**src/rtl/midi_in_receiver.sv**
```systemverilog
// MIDI IN receiver: 8N1 serial, 16x oversampled with a 7/8/9 majority vote, into a small FWFT FIFO.
// Latency: data_valid rises 1 clk after the stop-bit decision. A push into a full FIFO without a rd is dropped and sets overrun.
module midi_in_receiver #(
    parameter int CLKFREQ   = 28000000,
    parameter int BAUD      = 31250,
    parameter int FIFO_LOG2 = 2
) (
    input  logic       clk,
    input  logic       rst_n,
    input  logic       midi_in,
    input  logic       rd,
    output logic [7:0] data,
    output logic       data_valid,
    output logic       fifo_full,
    output logic       overrun,
    output logic       framing_err,
    input  logic       clr_err,
    output logic       busy
);
    localparam int DIV   = CLKFREQ / (BAUD * 16);
    localparam int DW    = (DIV > 1) ? $clog2(DIV) : 1;
    localparam int DEPTH = 1 << FIFO_LOG2;
    localparam int CW    = FIFO_LOG2 + 1;

    typedef enum logic [2:0] {IDLE, START, DATA, STOP, BRK} state_t;

    state_t         state, state_nxt;
    logic           sync1, sync2, rx, rx_prev;
    logic [DW-1:0]  div_cnt;
    logic [3:0]     sub_cnt;
    logic [2:0]     bit_cnt;
    logic           s7, s8, maj;
    logic [7:0]     shreg, push_dat;
    logic           push_req;
    logic           tick, decide, wrap, start_edge, byte_done, frame_err;

    logic [7:0]           mem [DEPTH];
    logic [FIFO_LOG2-1:0] wr_ptr, rd_ptr;
    logic [CW-1:0]        count;
    logic                 do_rd, do_wr;

    assign rx         = sync2;
    assign tick       = (div_cnt == DW'(DIV - 1));
    assign decide     = tick && (sub_cnt == 4'd9);
    assign wrap       = tick && (sub_cnt == 4'd15);
    assign start_edge = (state == IDLE) && rx_prev && !rx;
    assign maj        = (s7 & s8) | (s7 & rx) | (s8 & rx);

    always_ff @(posedge clk or negedge rst_n) begin
        if (!rst_n) begin
            sync1   <= 1'b1;
            sync2   <= 1'b1;
            rx_prev <= 1'b1;
            state   <= IDLE;
        end else begin
            sync1   <= midi_in;
            sync2   <= sync1;
            rx_prev <= rx;
            state   <= state_nxt;
        end
    end

    always_comb begin
        state_nxt = state;
        byte_done = 1'b0;
        frame_err = 1'b0;
        case (state)
            IDLE:  if (start_edge) state_nxt = START;
            START: begin
                if (decide && maj) state_nxt = IDLE;
                else if (wrap)     state_nxt = DATA;
            end
            DATA:  if (wrap && bit_cnt == 3'd7) state_nxt = STOP;
            STOP: begin
                if (decide) begin
                    byte_done = maj;
                    frame_err = !maj;
                    state_nxt = maj ? IDLE : BRK;
                end
            end
            BRK:   if (rx) state_nxt = IDLE;
            default: state_nxt = IDLE;
        endcase
    end

    // Bit timing restarts on the start edge so sub-count 8 lands mid-bit.
    always_ff @(posedge clk or negedge rst_n) begin
        if (!rst_n) begin
            div_cnt  <= '0;
            sub_cnt  <= '0;
            bit_cnt  <= '0;
            s7       <= 1'b1;
            s8       <= 1'b1;
            shreg    <= '0;
            push_req <= 1'b0;
            push_dat <= '0;
        end else begin
            if (start_edge || tick) div_cnt <= '0;
            else                    div_cnt <= div_cnt + 1'b1;
            if (start_edge)         sub_cnt <= '0;
            else if (tick)          sub_cnt <= sub_cnt + 1'b1;
            if (tick && sub_cnt == 4'd7) s7 <= rx;
            if (tick && sub_cnt == 4'd8) s8 <= rx;
            if (state == START)             bit_cnt <= '0;
            else if (state == DATA && wrap) bit_cnt <= bit_cnt + 1'b1;
            if (state == DATA && decide) shreg <= {maj, shreg[7:1]};
            push_req <= byte_done;
            if (byte_done) push_dat <= shreg;
        end
    end

    assign data_valid = (count != '0);
    assign fifo_full  = (count == CW'(DEPTH));
    assign do_rd      = rd && data_valid;
    assign do_wr      = push_req && (!fifo_full || do_rd);
    assign data       = data_valid ? mem[rd_ptr] : 8'h00;
    assign busy       = (state != IDLE);

    always_ff @(posedge clk) begin
        if (do_wr) mem[wr_ptr] <= push_dat;
    end

    always_ff @(posedge clk or negedge rst_n) begin
        if (!rst_n) begin
            wr_ptr      <= '0;
            rd_ptr      <= '0;
            count       <= '0;
            overrun     <= 1'b0;
            framing_err <= 1'b0;
        end else begin
            if (do_wr) wr_ptr <= wr_ptr + 1'b1;
            if (do_rd) rd_ptr <= rd_ptr + 1'b1;
            case ({do_wr, do_rd})
                2'b10:   count <= count + 1'b1;
                2'b01:   count <= count - 1'b1;
                default: count <= count;
            endcase
            // A new event wins over a simultaneous clear.
            overrun     <= (push_req && fifo_full && !do_rd) || (overrun && !clr_err);
            framing_err <= frame_err || (framing_err && !clr_err);
        end
    end
endmodule

```
**config.mk**
```make
export PLATFORM = sky130hd
export DESIGN_NAME = midi_in_receiver
export DESIGN_NICKNAME = d
export VERILOG_FILES = /design/src/rtl/midi_in_receiver.sv
export SDC_FILE = /design/constraint.sdc
export NUM_CORES = 1
export LEC_CHECK = 0
export CAP_MARGIN = 30
export CORE_ASPECT_RATIO = 1.2
export CORE_UTILIZATION = 51
export CTS_CLUSTER_SIZE = 12
export DETAILED_ROUTE_END_ITERATION = 10
export HOLD_SLACK_MARGIN = 0.12
export PLACE_DENSITY_LB_ADDON = 0.08
export REMOVE_ABC_BUFFERS = 1
export SETUP_SLACK_MARGIN = 0.5
export SYNTH_ARGS = -nofsm -noshare
export SYNTH_HDL_FRONTEND = slang
export SYNTH_SLANG_ARGS = --single-unit
```
**constraint.sdc**
```tcl
create_clock -name clk -period 2.5 [get_ports clk]
set_clock_uncertainty 0.1 [all_clocks]
set_input_delay 0.375 -clock clk [delete_from_list [all_inputs] [get_ports clk]]
set_output_delay 0.375 -clock clk [all_outputs]
set_load 0.1 [all_outputs]
```
Word level (Yosys, flattened, before mapping) --
Memory sizes are Yosys's and may differ from the RTL's. Index checks and enable logic that the tools add are counted.
Word-level totals: flip-flop bits (word level) 47, bits in latches 0, memory bits (writable) 32, bits in read-only memories 0, bits of input ports 5, output and inout port bits 13, logic and storage cells 101, memories kept 1
Memory list:
- mem | depth 4, bits a word 8, rd ports 1, clocked after Yosys merged registers in 0, wr ports 1, RTL line 37 | logic [7:0] mem [DEPTH];
Operators by class: add/subtract/negate cells 7, $mul 0, div/mod/pow operators 0, magnitude comparators 0, eq/ne operators 18, shift operators 0, mux-type cells 21, bitwise operators 5, reduce and logical (&&, ||, !) cells 32
Operators by type and width (number):
- 3-bit 2-to-1 mux | 9
- 1-bit logical AND | 16
- 3-bit case mux with 5 select lines | 1
- 4-bit == test, second input constant | 3
- 3-bit == test, second input constant | 3
- 4-bit 2-to-1 mux | 2
- 8-bit 2-to-1 mux | 1
- 2-bit != test, second input constant | 4
- 3-bit by 1-bit adder with 3-bit output, second input constant | 2
- 6-bit by 1-bit adder with 6-bit output, second input constant | 1
- 3-bit by 2-bit == test with 1-bit output, second input constant | 2
- 6-bit == test, second input constant | 1
- 1-bit 2-to-1 mux | 6
- 6-bit 2-to-1 mux | 1
- 3-bit case mux with 2 select lines | 1
- 2-bit nonzero test | 3
- 3-bit nonzero test | 2
- 1-bit logical NOT | 5
- 5-bit AND reduction | 1
- 2-bit by 1-bit adder with 2-bit output, second input constant | 2
- 4-bit by 1-bit adder with 4-bit output, second input constant | 1
- 4-bit by 3-bit == test with 1-bit output, second input constant | 1
- 1-bit logical OR | 4
- 1-bit bitwise AND | 3
- other kinds (7) | 8

Logic depth before layout (Yosys ltp) --
word-level depth 7, mapped depth 10, depth with buffers taken out 10

Least setup slack after synthesis --
Ideal clock, no wire load.
path kind reg2reg, start point register count[1], end point register count[2], arrival time 4.086 ns, required time 2.321 ns, setup slack -1.765 ns, stages on the path, launching flop included 11, buffers on the path 0, path through dfrtp_1 -> nor3b_1 -> nor2b_1 -> nor2b_1 -> inv_1 -> ha_1 -> inv_1 -> fa_1 -> xor2_1 -> nor2_1 -> xor2_1
Between the ends: word-level cells in the longest chain between the ends 6, elaborated cells on any way between the ends 12, those cells by class add/sub: 2; eq/ne: 3; mux: 1; reduce/logical: 6
Ends and longest elaborated chain:
- start: declaration | RTL line 39 | logic [CW-1:0] count;
- start signal: assignment | RTL line 134 | 2'b10: count <= count + 1'b1;
- start signal: assignment | RTL line 135 | 2'b01: count <= count - 1'b1;
- start signal: assignment | RTL line 136 | default: count <= count;
- 3-bit == test * | RTL line 113 | assign fifo_full = (count == CW'(DEPTH));
- named net fifo_full | RTL line 14 | output logic fifo_full,
- 1-bit logical NOT * | RTL line 115 | assign do_wr = push_req && (!fifo_full || do_rd);
- 1-bit logical OR * | RTL line 115
- 1-bit logical AND * | RTL line 115
- 2-bit by 1-bit == test with 1-bit output / 2-bit == test (equally long branches) | RTL line 133 | case ({do_wr, do_rd})
- 3-bit case mux with 2 select lines / 2-bit nonzero test (equally long branches)
The timed path passes the listed nets; every way through them passes the cells marked *. A chain may end at the register's enable or synchronous reset.

Final worst setup path --
start point register rd_ptr[0], end point output data[4]
Between the ends: word-level cells in the longest chain between the ends 2
Ends and longest elaborated chain:
- start: declaration | RTL line 38 | logic [FIFO_LOG2-1:0] wr_ptr, rd_ptr;
- start signal: assignment | RTL line 132 | if (do_rd) rd_ptr <= rd_ptr + 1'b1;
- memory read 4 x 8 bit
- 8-bit 2-to-1 mux | RTL line 116 | assign data = data_valid ? mem[rd_ptr] : 8'h00;
- end: declaration | RTL line 12 | output logic [7:0] data,
No other way between the ends.

==> run metrics <==
status=completed; Yosys Warn Count=0; DRT Wirelength=approximately 6100 um; Crit. End Element=primary output; reg2reg end=count[2]$_DFFE_PN0P_; Placer Congestion=0.715; PD cells=~610 nW/um^2; min Tclk post-route=~2.2 ns; final period utilization=around 88%; final setup vio count=0; layout cells sized above 1=37.7%; Detail Route Antenna Nets=0; Top Ports=18; # DRC=0; drt wl/cell=16.3 um; Peak VDD IR=0.561 mV; n_diodes=0; Pleak=0.00191 uW; Top FF cell, synth=dfrtp_1; CP Class=reg2out; drt via density=5.33; core area=6530 sq um; PnR worst setup slack=a little over 0.3 ns; Hold Crit Class=reg2reg; Fmax achieved=456 MHz; Final Slew Violations=0; area delta synth->final=25.6%; DP Wirelength=3910 um; CTS tree=done; Synth async-reset ratio=between 50% and 60%; Initial DRT Pass Iterations=4; FF-to-FF Start=count[1]$_DFFE_PN0P_; Syn Std Cell Area=3480 sq um; Final Hold Fails=0; DIE HEIGHT=92.5 um; Setup WS pre-CTS=0.179 ns; sequential element share of the synthesized area=61.6%; crit path DAT=1.72 ns; Fillers=459; clock slew at reported path FFs=0.07 ns; CP Data Required Time=just over 2 ns; clock sinks=79; cell count after placement=342; vias in the first global route=2126; global route overflow=0; Post-Layout Cell Count=377; cells on worst reg2reg path=8; 1st-iter DRT viols=129; Post-synth EDFFs=32; synth unique cells=44; Skew-Pair Late Insertion Delay=between 0.3 and 0.4 ns; die area=7150 sq um; relative slew slack=58.5%; Final #Nets=304; Rows=32; antenna violations before repair=0; Min-Delay Endpoint=rx$_DFF_PN1_; die span in x=77.4 um; via count=2009; total track usage=19.1%; CTS H-tree depth=3; Critical Path Source Type=register; Max-cap violations=0; top-area cell type share of the netlist area=30.2%; initial core utilization=53.3%; most area-hungry cell type in the Yosys netlist=dfrtp_1; hold path depth=0; Buffers on Ports=17; Avg Inst Size Synth=14.5 sq um; Max FO, Critical Path=4; hold slack=0.264 ns; cts bufs inserted=9; hold path startpoint=sync1$_DFF_PN1_; Final Util=66.9%; Bufs on Longest Clock Path=2; Area contributors post-synth=dfrtp_1 (30%), edfxtp_1 (28%), mux4_2 (5.2%); first-pass GRT wire length=10100 um; worst slew pin tran=0.622 ns; RSZ-0062 raised after global routing=yes; Mapped Cells=240; r2r setup slk=roughly 0.44 ns; largest net degree at the start of global routing=27; CTS root buffer=clkbuf_8; Yosys reg bits=79
## worst max-delay path, cell delays in order, from the launching register on
cell and delay (ns):
dfrtp_2 0.41, clkbuf_16 0.16, mux4_2 0.49, and2_4 0.16, buf_12 0.16
## placed cells by master (no fill, tap or decap), types with 3 or more instances in the layout
master           Yosys  final
a21oi_1              4      4
clkinvlp_4           0      3
o2bb2ai_1            3      3
dfstp_2              5      5
clkdlybuf4s50_1      0      3
nor4_1               3      3
edfxtp_1            32     32
nand4b_1             3      3
mux4_2               8      8
and2_4               0      9
nand2_1              7      7
nand2b_1             3      3
buf_12               0     12
buf_4                1     18
inv_1               14     13
nor2_1              14     14
mux2_2              11      3
ha_1                11      9
xnor2_1              6      6
o21ai_0              7      6
xor2_1               7      7
mux2_4               8     16
buf_6                1      4
dfrtp_2              0      4
nand3_1              5      5
and2_1              13      4
clkbuf_8             0      9
dfrtp_1             42     38
## cells in the mapped netlist, types with 2 or more instances
master     number
clkbuf_1        3
nand2b_1        3
and3_1          2
or3_1           3
o21ai_0         7
mux2_4          8
nor2_1         14
a32oi_1         2
nand4_1         2
o31ai_1         2
mux4_2          8
nand4b_1        3
inv_1          14
nand3_1         5
o2bb2ai_1       3
nor4_1          3
mux2_2         11
and2_1         13
dfrtp_1        42
ha_1           11
edfxtp_1       32
dfstp_2         5
nor2b_1         3
a21oi_1         4
xnor2_1         6
nand2_1         7
xor2_1          7
## cell type report
cell class	count	area [sq um]	share of cell area, %
multi-input combinational	141	1340	30.7
sequential	79	2150	49.2
tap	85	106	2.43
clock inverter	6	61.3	1.40
clock buffer	10	128	2.92
inverter	14	52.6	1.20
timing repair buffer	42	531	12.1
## report_power, final
group          internal, uW  leakage, uW  total [uW]  switching [uW]
clock network           456    0.0000859         908             452
logic                   123     0.000836         253             130
registers              1400     0.000986        1500            93.6
total                  1980      0.00191        2660             675
## metrics by stage
stage | total power, uW | area (sq um) | setup TNS [ns]
3_5_place_dp | 1710 | 3840 | 0
5_1_grt | 2790 | 4370 | 0
4_1_cts | 2660 | 4180 | 0
3_3_place_gp | 1700 | 3840 | 0
2_1_floorplan | 1640 | 3440 | -46.38
6_report | 2660 | 4370 | 0
## what timing repair did
| item | in CTS | in global routing |
|---|---|---|
| setup endpoints to repair | 27 | 29 |
| setup buffers | 11 | 5 |
| gates resized for setup | 16 | 32 |
| endpoints found under the hold margin | 20 | 0 |
| hold buffers | 1 | 0 |
| gates cloned | 0 | 2 |
| pin swaps | 5 | 13 |
## metal layers
| metal | vias to the layer above | wire (um) | track usage [%] |
|---|---|---|---|
| met5 | - | 0 | 0 |
| met1 | 990 | 2520 | 21.8 |
| met3 | 14 | 157 | 4.43 |
| met2 | 34 | 3310 | 32.4 |
| li1 | 971 | - | - |
| met4 | 0 | 148 | 11.9 |
## registers in the layout, summed over array words and instances (netlist names), 2 cells and up
signal    cells
wr_ptr        2
sub_cnt       4
state         3
bit_cnt       3
count         3
rd_ptr        2
shreg         8
div_cnt       6
push_dat      8
mem          32
## worst max path at each step
stage                     startpoint              endpoint  slack (ns)
2_1_floorplan   count[1]$_DFFE_PN0P_  count[2]$_DFFE_PN0P_       -1.76
3_3_place_gp                      rd  count[2]$_DFFE_PN0P_        0.29
3_5_place_dp                      rd  count[2]$_DFFE_PN0P_        0.18
4_1_cts        rd_ptr[0]$_DFFE_PN0P_               data[3]        0.25
5_1_grt        rd_ptr[0]$_DFFE_PN0P_               data[7]        0.25
6_report       rd_ptr[0]$_DFFE_PN0P_               data[4]        0.31
## cells by family after synthesis
logic type / Yosys count / share of synthesized area [%]
adder cells (fa/ha/maj): 13 / 4.82
XOR/XNOR: 13 / 3.27
multiplexers: 27 / 12.2
buffers and inverters: 20 / 2.52
flip-flops: 79 / 61.6
AO/OA/AOI/OAI: 23 / 4.35
AND/OR/NAND/NOR: 65 / 11.2
No activity file was read; power rests on OpenSTA's default activity.
